===== src/rtl/spi_controller_if.sv =====
// Parallel request/response bus between a register-programming client and spi_controller.
interface spi_controller_if;
  logic       req_valid;
  logic       req_ready;
  logic       req_rw;
  logic [6:0] req_addr;
  logic [7:0] req_data;
  logic       done;
  logic [7:0] rdata;

  modport master (
    output req_valid, req_rw, req_addr, req_data,
    input  req_ready, done, rdata
  );

  modport slave (
    input  req_valid, req_rw, req_addr, req_data,
    output req_ready, done, rdata
  );
endinterface


===== src/rtl/spi_controller.sv =====
// SPI mode-0 initiator: serialises 16-bit {rw, addr, data} frames MSB first.
// Optional readback of cipo into rdata is enabled by defining SPI_CTRL_READBACK_EN.
module spi_controller #(
  parameter int unsigned CLK_DIV = 4
) (
  input  logic             clk,
  input  logic             rst_n,
  spi_controller_if.slave  bus,
  output logic             sclk,
  output logic             copi,
  output logic             ncs,
  input  logic             cipo
);

  localparam logic [7:0] CNT_LAST = 8'(CLK_DIV - 1);
  localparam logic [7:0] CNT_DONE = 8'(CLK_DIV - 2);

  typedef enum logic [2:0] {
    IDLE, LOAD, SETUP, SHIFT_HI, SHIFT_LO, HOLD, GAP
  } state_e;

  state_e      state_q, state_d;
  logic [7:0]  cnt_q, cnt_d;
  logic [4:0]  bit_q, bit_d;
  logic [15:0] shift_q, shift_d;
  logic        ncs_q, ncs_d;
  logic        sclk_q, sclk_d;
  logic        copi_q, copi_d;
  logic        done_q, done_d;
  logic        last_phase;

  assign last_phase    = (cnt_q == CNT_LAST);
  assign bus.req_ready = (state_q == IDLE);
  assign bus.done      = done_q;
  assign sclk          = sclk_q;
  assign copi          = copi_q;
  assign ncs           = ncs_q;

  always_comb begin
    state_d = state_q;
    cnt_d   = last_phase ? 8'd0 : cnt_q + 8'd1;
    bit_d   = bit_q;
    shift_d = shift_q;
    ncs_d   = ncs_q;
    sclk_d  = sclk_q;
    copi_d  = copi_q;
    done_d  = 1'b0;
    case (state_q)
      IDLE: begin
        cnt_d = 8'd0;
        if (bus.req_valid) begin
          shift_d = {bus.req_rw, bus.req_addr, bus.req_data};
          state_d = LOAD;
        end
      end
      LOAD: begin
        cnt_d   = 8'd0;
        bit_d   = 5'd0;
        ncs_d   = 1'b0;
        copi_d  = shift_q[15];
        state_d = SETUP;
      end
      SETUP: begin
        if (last_phase) begin
          sclk_d  = 1'b1;
          state_d = SHIFT_HI;
        end
      end
      SHIFT_HI: begin
        if (last_phase) begin
          bit_d  = bit_q + 5'd1;
          sclk_d = 1'b0;
          if (bit_q == 5'd15) begin
            state_d = HOLD;
          end else begin
            // Next bit is presented on the falling edge so it is stable at the next rise.
            shift_d = {shift_q[14:0], 1'b0};
            copi_d  = shift_q[14];
            state_d = SHIFT_LO;
          end
        end
      end
      SHIFT_LO: begin
        if (last_phase) begin
          sclk_d  = 1'b1;
          state_d = SHIFT_HI;
        end
      end
      HOLD: begin
        if (last_phase) begin
          ncs_d   = 1'b1;
          state_d = GAP;
        end
      end
      GAP: begin
        // Registered so done lands exactly in the final GAP cycle.
        done_d = (cnt_q == CNT_DONE);
        if (last_phase) state_d = IDLE;
      end
      default: state_d = IDLE;
    endcase
  end

`ifdef SPI_CTRL_READBACK_EN
  logic [15:0] rx_q, rx_d;
  logic [7:0]  rdata_q, rdata_d;

  always_comb begin
    rx_d    = rx_q;
    rdata_d = rdata_q;
    if (sclk_d && !sclk_q) rx_d = {rx_q[14:0], cipo};
    if (done_d) rdata_d = rx_q[7:0];
  end

  always_ff @(posedge clk or negedge rst_n) begin
    if (!rst_n) begin
      rx_q    <= 16'd0;
      rdata_q <= 8'd0;
    end else begin
      rx_q    <= rx_d;
      rdata_q <= rdata_d;
    end
  end

  assign bus.rdata = rdata_q;
`else
  wire cipo_unused = cipo;
  assign bus.rdata = 8'd0;
`endif

  always_ff @(posedge clk or negedge rst_n) begin
    if (!rst_n) begin
      state_q <= IDLE;
      cnt_q   <= 8'd0;
      bit_q   <= 5'd0;
      shift_q <= 16'd0;
      ncs_q   <= 1'b1;
      sclk_q  <= 1'b0;
      copi_q  <= 1'b0;
      done_q  <= 1'b0;
    end else begin
      state_q <= state_d;
      cnt_q   <= cnt_d;
      bit_q   <= bit_d;
      shift_q <= shift_d;
      ncs_q   <= ncs_d;
      sclk_q  <= sclk_d;
      copi_q  <= copi_d;
      done_q  <= done_d;
    end
  end

endmodule

===== src/flat_wrapper.sv =====
// flat-port wrapper written by rule: the top's interface ports become plain ports
module spi_controller_flat 
#(
  parameter int unsigned CLK_DIV = 4
)
  (clk, rst_n, sclk, copi, ncs, cipo, bus_req_valid, bus_req_rw, bus_req_addr, bus_req_data, bus_req_ready, bus_done, bus_rdata);
  spi_controller_if bus_i ();
  input  logic clk;
  input  logic rst_n;
  output logic sclk;
  output logic copi;
  output logic ncs;
  input  logic cipo;
  input wire logic [$bits(bus_i.req_valid)-1:0] bus_req_valid;
  input wire logic [$bits(bus_i.req_rw)-1:0] bus_req_rw;
  input wire logic [$bits(bus_i.req_addr)-1:0] bus_req_addr;
  input wire logic [$bits(bus_i.req_data)-1:0] bus_req_data;
  output wire logic [$bits(bus_i.req_ready)-1:0] bus_req_ready;
  output wire logic [$bits(bus_i.done)-1:0] bus_done;
  output wire logic [$bits(bus_i.rdata)-1:0] bus_rdata;
  assign bus_i.req_valid = bus_req_valid;
  assign bus_i.req_rw = bus_req_rw;
  assign bus_i.req_addr = bus_req_addr;
  assign bus_i.req_data = bus_req_data;
  assign bus_req_ready = bus_i.req_ready;
  assign bus_done = bus_i.done;
  assign bus_rdata = bus_i.rdata;
  spi_controller #(.CLK_DIV(CLK_DIV)) u_core (.clk(clk), .rst_n(rst_n), .bus(bus_i), .sclk(sclk), .copi(copi), .ncs(ncs), .cipo(cipo));
endmodule

===== config.mk =====
export PLATFORM = sky130hd
export DESIGN_NAME = spi_controller_flat
export DESIGN_NICKNAME = d
export VERILOG_FILES = /design/src/rtl/spi_controller_if.sv /design/src/rtl/spi_controller.sv /design/src/flat_wrapper.sv
export SDC_FILE = /design/constraint.sdc
export NUM_CORES = 1
export LEC_CHECK = 0
export CAP_MARGIN = 20
export CORE_MARGIN = 1.5
export CORE_UTILIZATION = 44
export DETAILED_ROUTE_END_ITERATION = 6
export PLACE_DENSITY_LB_ADDON = 0.05
export SYNTH_ARGS = -nofsm -noshare
export SYNTH_HDL_FRONTEND = slang
export SYNTH_SLANG_ARGS = --single-unit

===== constraint.sdc =====
create_clock -name clk -period 2.7 [get_ports clk]
set_input_delay 0.405 -clock clk [delete_from_list [all_inputs] [get_ports clk]]
set_output_delay 0.405 -clock clk [all_outputs]
set_load 0.005 [all_outputs]

Word level (Yosys, flattened, before mapping)
Cells that the tools add are included.
{ "word_totals": {"inputBits": 20, "regBits": 36, "word_cells": 61} }
{ "op_classes": {"mux": 23, "eq_ne": 15, "n_addsub": 2, "n_reduce_logical": 13} }
{ "ops": {"columns": ["operator", "n"], "rows": [
  ["2-to-1 mux 16 bit", 3],
  ["case mux 16 bit (2 select lines)", 1],
  ["case mux 3 bit (6 select lines)", 1],
  ["== test 8 x 2 -> 1 bit (second input constant)", 2],
  ["2-to-1 mux 8 bit", 2],
  ["2-to-1 mux 3 bit", 5],
  ["case mux 5 bit (2 select lines)", 1],
  ["== test 3 bit (second input constant)", 3],
  ["adder 8 x 1 -> 8 bit (second input constant)", 1],
  ["inequality test 2 x 1 -> 1 bit (second input constant)", 4],
  ["nonzero test 2 bit", 4],
  ["== test 3 x 2 -> 1 bit (second input constant)", 2],
  ["2-to-1 mux 1 bit", 6],
  ["case mux 1 bit (2 select lines)", 3],
  ["AND reduction 3 bit", 2],
  ["adder 5 x 1 -> 5 bit (second input constant)", 1],
  ["== test 5 x 4 -> 1 bit (second input constant)", 1],
  ["2-to-1 mux 5 bit", 1],
  ["AND reduction 5 bit", 1],
  ["inequality test 2 bit (second input constant)", 2],
  ["AND reduction 2 bit", 2],
  ["AND reduction 4 bit", 1],
  ["OR reduction 2 bit", 2],
  ["== test 3 x 1 -> 1 bit (second input constant)", 1],
  ["zero test 3 bit", 1]
]} }

Longest topological paths before layout
{ "depth": {"word_depth": 4, "depth_mapped": 8, "ltp_nobuf": 7} }

Worst setup path before layout
No wires, ideal clock.
{ "synth_timing": {"path_type": "reg-to-reg", "startpoint": "register u_core.bit_q[0]", "endpoint": "register u_core.shift_q[10]", "period_less_slack_ps": 2040, "setup_time_ps": 119, "setup_slack_ps": 660, "t_arrival_ps": 1920, "path_stages_with_launch": 9, "cell_sequence": "dfrtp_1 -> ha_1 -> and3_1 -> ha_1 -> nor4bb_1 -> nand3_1 -> buf_2 -> o22ai_1 -> nor2_1"} }
{ "synth_between": {"elab_chain_len": 3} }
{ "synth_rtl": {"columns": ["item", "line", "source"], "rows": [
  ["start: declaration", "spi_controller.sv:24", "logic [4:0] bit_q, bit_d;"],
  ["start signal: assignment", "spi_controller.sv:144", "bit_q <= bit_d;"],
  ["== test 5 x 4 -> 1 bit", "spi_controller.sv:73", "if (bit_q == 5'd15) begin"],
  ["inequality test 2 bit (no line)", null, null],
  ["AND reduction 4 bit (no line)", null, null],
  ["end signal: assignment", "spi_controller.sv:145", "shift_q <= shift_d;"],
  ["end: declaration", "spi_controller.sv:25", "logic [15:0] shift_q, shift_d;"]
]} }
Every way passes these cells.
A chain may end at the register's enable or synchronous reset.

Worst setup path in the final report
{ "layout_timing": {"startpoint": "register u_core.state_q[1]", "endpoint": "output bus_req_ready"} }
{ "layout_between": {"elab_chain_len": 1} }
{ "layout_rtl": {"columns": ["item", "line", "source"], "rows": [
  ["start: declaration", "spi_controller.sv:22", "state_e state_q, state_d;"],
  ["start signal: assignment", "spi_controller.sv:142", "state_q <= state_d;"],
  ["zero test 3 bit", "spi_controller.sv:33", "assign bus.req_ready = (state_q == IDLE);"],
  ["end: declaration", "flat_wrapper.sv:18", "output wire logic [$bits(bus_i.req_ready)-1:0] bus_req_ready;"]
]} }
Every way passes these cells.

==> impl_metrics.env <==
export IMPL_period_minus_slack_ps=2243
export IMPL_timing_final_max_slew_violations=0
export IMPL_ir_drop_uv=288.3
export IMPL_finalNetCount=240
export IMPL_crit_buf_inv=1
export IMPL_placed_area_um2=2043
export IMPL_min_path_type="reg2reg"
export IMPL_timing_slew_headroom=0.5853
export IMPL_synth_avg_cell_area_um2=9.336
export IMPL_p_per_area_nw_per_um2=457.8
export IMPL_syn_inst=195
export IMPL_crit_fanout=20
export IMPL_critPathRequiredTime_ps=2300
export IMPL_cts_buffers=5
export IMPL_drive_gt1_frac=0.05530
export IMPL_max_cap_viol_count=0
export IMPL_cts_buffer_depth=2
export IMPL_clock_sinks=36
export IMPL_clkLatencyLatePin_ps=280
export IMPL_slowest_stage="dfrtp_1"
export IMPL_dieArea_um2=4533
export IMPL_grtUsageMet3=0.06500
export IMPL_power_total_mw=0.9767
export IMPL_synth_flop_cell="dfrtp_1"
export IMPL_drc_errors=0
export IMPL_cts_resized=0
export IMPL_grt_usage=0.1807
export IMPL_cts_htree_levels=2
export IMPL_portBuffers=23
export IMPL_area_growth_pct=17.18
export IMPL_core_area_um2=4000
export IMPL_cpPeakStageDelay_ps=620
export IMPL_worstPathArrival_ps=1840
export IMPL_holdBufCountCts=0
export IMPL_rsz0062_at_grt="false"
export IMPL_antenna_cells=0
export IMPL_pre_cts_ws_ps=528.4
export IMPL_synthArstFlopShare=1.000
export IMPL_final_cell_area_um2=2133
export IMPL_cts_root_buf="clkbuf_8"
export IMPL_setup_viol=0
export IMPL_status="finished, final reports clean"
export IMPL_grt_ovfl_total=0
export IMPL_post_cts_buffers=0
export IMPL_setup_total_negative_slack_ps=0
export IMPL_num_io_pins=33
export IMPL_clk_pin_slew_ps=70
export IMPL_worst_setup_path_type="reg2out"
export IMPL_grt_max_degree=37
export IMPL_synth_seq_area_share=0.4955
export IMPL_grt_util_met2=0.2871
export IMPL_antenna_found_initial=0
export IMPL_gp_congestion=0.7637
export IMPL_die_y_um=67.33
export IMPL_p_leak_nw=0.9959
export IMPL_yosysWarningCount=0
export IMPL_fmax_mhz=445.9
export IMPL_critical_path_startpoint_type="register"
export IMPL_grt_use_met1=0.2316
export IMPL_grt_pass1_wl_mm=6.023
export IMPL_synth_seq_cells=36
export IMPL_end_kind="primary output"
export IMPL_worst_pin_slew_ps=622.0
export IMPL_crit_family="flip-flops"
export IMPL_place_hpwl_mm=2.494
export IMPL_synth_edf_count=0
export IMPL_first_pass_iters=4
export IMPL_fin_worst_skew_ps=7.064
export IMPL_finalCritPeriodShare=0.8306
export IMPL_fin_ws_ps=457.4
export IMPL_via_count=1409
export IMPL_synth_cell_type_count=39
export IMPL_row_count=23
export IMPL_hold_viol_final=0
export IMPL_wirelength_mm=3.573
export IMPL_post_drt_wl_per_cell_um=13.38
export IMPL_cts_tree="done"
export IMPL_chipWidth_um=67.33
export IMPL_gr_max_usage_layer="met2"
export IMPL_initial_core_util=0.4551
export IMPL_viasPerCell=5.277
export IMPL_drtAntennaViolNets=0
export IMPL_grt_pass1_vias=1306
export IMPL_drt_iter0_markers=78
export IMPL_netlist_area_um2=1820
export IMPL_crit_chain="nor3_1 -> clkdlybuf4s50_1"
## layer usage
layer  share of wire  up-vias  wire length, um
met5               0        -                0
met4          0.0048        0               17
met3           0.039        2              140
met2            0.50       26             1775
met1            0.46      671             1640
li1                -      710                -
## flip-flops by register name, indices dropped and copies added (netlist names)
name	cells
u_core.bit_q	5
u_core.copi	1
u_core.cnt_q	8
u_core.shift_q	16
u_core.sclk	1
u_core.ncs	1
u_core.bus.done	1
u_core.state_q	3
## metrics by stage
stage	cells	util	hold WS, ps
finish	267	0.5333	518.3
global route	267	0.5333	549.3
CTS	267	0.5333	522.6
detailed placement	259	0.5108	507.4
global placement	259	0.5108	489.4
floorplan	202	-	109.4
## where the power goes
| part | switching, mW | leakage (nW) | total [mW] | internal [mW] |
|---|---|---|---|---|
| clock | 0.186 | 0.0455 | 0.394 | 0.208 |
| sequential | 0.000373 | 0.483 | 0.540 | 0.540 |
| combinational | 0.0176 | 0.467 | 0.0423 | 0.0247 |
| total | 0.204 | 0.996 | 0.977 | 0.773 |
## area by class of cell
cell class / instances / area, um2
clock buffer: 8 / 90.09
fill: 364 / 1867
inverter: 4 / 15.01
multi-input combinational: 144 / 818.3
sequential: 36 / 902.1
tap: 50 / 62.56
timing repair buffer: 25 / 245.2
## final timing paths
check	depth (start not counted)	start	end	slack, ps
worst max-delay path	2	u_core.state_q[1]	bus_req_ready	460
worst min-delay path	2	u_core.shift_q[15]	u_core.shift_q[15]	520
worst max register to register	7	u_core.bit_q[0]	u_core.shift_q[1]	500
worst min register to register	2	u_core.shift_q[15]	u_core.shift_q[15]	520
max in group asynchronous	2	rst_n	u_core.ncs	1820
min in group asynchronous	2	rst_n	u_core.bit_q[1]	540
## placed cells by master, fill, tap and decap left out, types with 2 or more instances in the layout
master	count
a21oi_1	7
a31oi_1	3
and3_1	6
buf_4	2
clkbuf_1	2
clkbuf_8	6
clkdlybuf4s50_1	23
conb_1	8
dfrtp_1	35
ha_1	4
inv_1	3
nand2_1	6
nand3_1	14
nand4_1	2
nor2_1	43
nor3_1	4
nor3b_1	2
o211ai_1	2
o21ai_0	3
o22ai_1	17
or4_1	2
xnor2_1	3
xor2_1	5
## cell families after synthesis
kind of cell / share of synthesized area
AOI/OAI and AO/OA: 0.1326
xor gates and xnor gates: 0.03849
adders and majority gates: 0.03299
buffers and inverters: 0.06942
DFF: 0.4955
other: 0.002060
and+or+nand+nor: 0.2289
## cells in the mapped netlist (all sizes together) (2+ instances only)
cell,number,area share
nand2,6,0.012
a31oi,3,0.010
nor3b,2,0.0082
a21oi,7,0.019
nor2,43,0.089
nand4,2,0.0069
nand3,15,0.044
ha,4,0.027
o22ai,17,0.058
buf,16,0.057
o211ai,2,0.0082
or4,2,0.0082
xnor2,3,0.014
dfrtp,35,0.48
o21ai,4,0.011
clkbuf,2,0.0041
nor3,4,0.011
inv,3,0.0062
and3,6,0.021
xor2,5,0.024
## worst reg2reg max path: stages (launching register included)
cell and delay, ps:
dfrtp_1 430, ha_1 250, and3_1 190, ha_1 230, nor4bb_1 380, a31o_2 400
o22ai_1 140, nor2_1 120
Note: power is estimated with default switching activity, not from simulation.
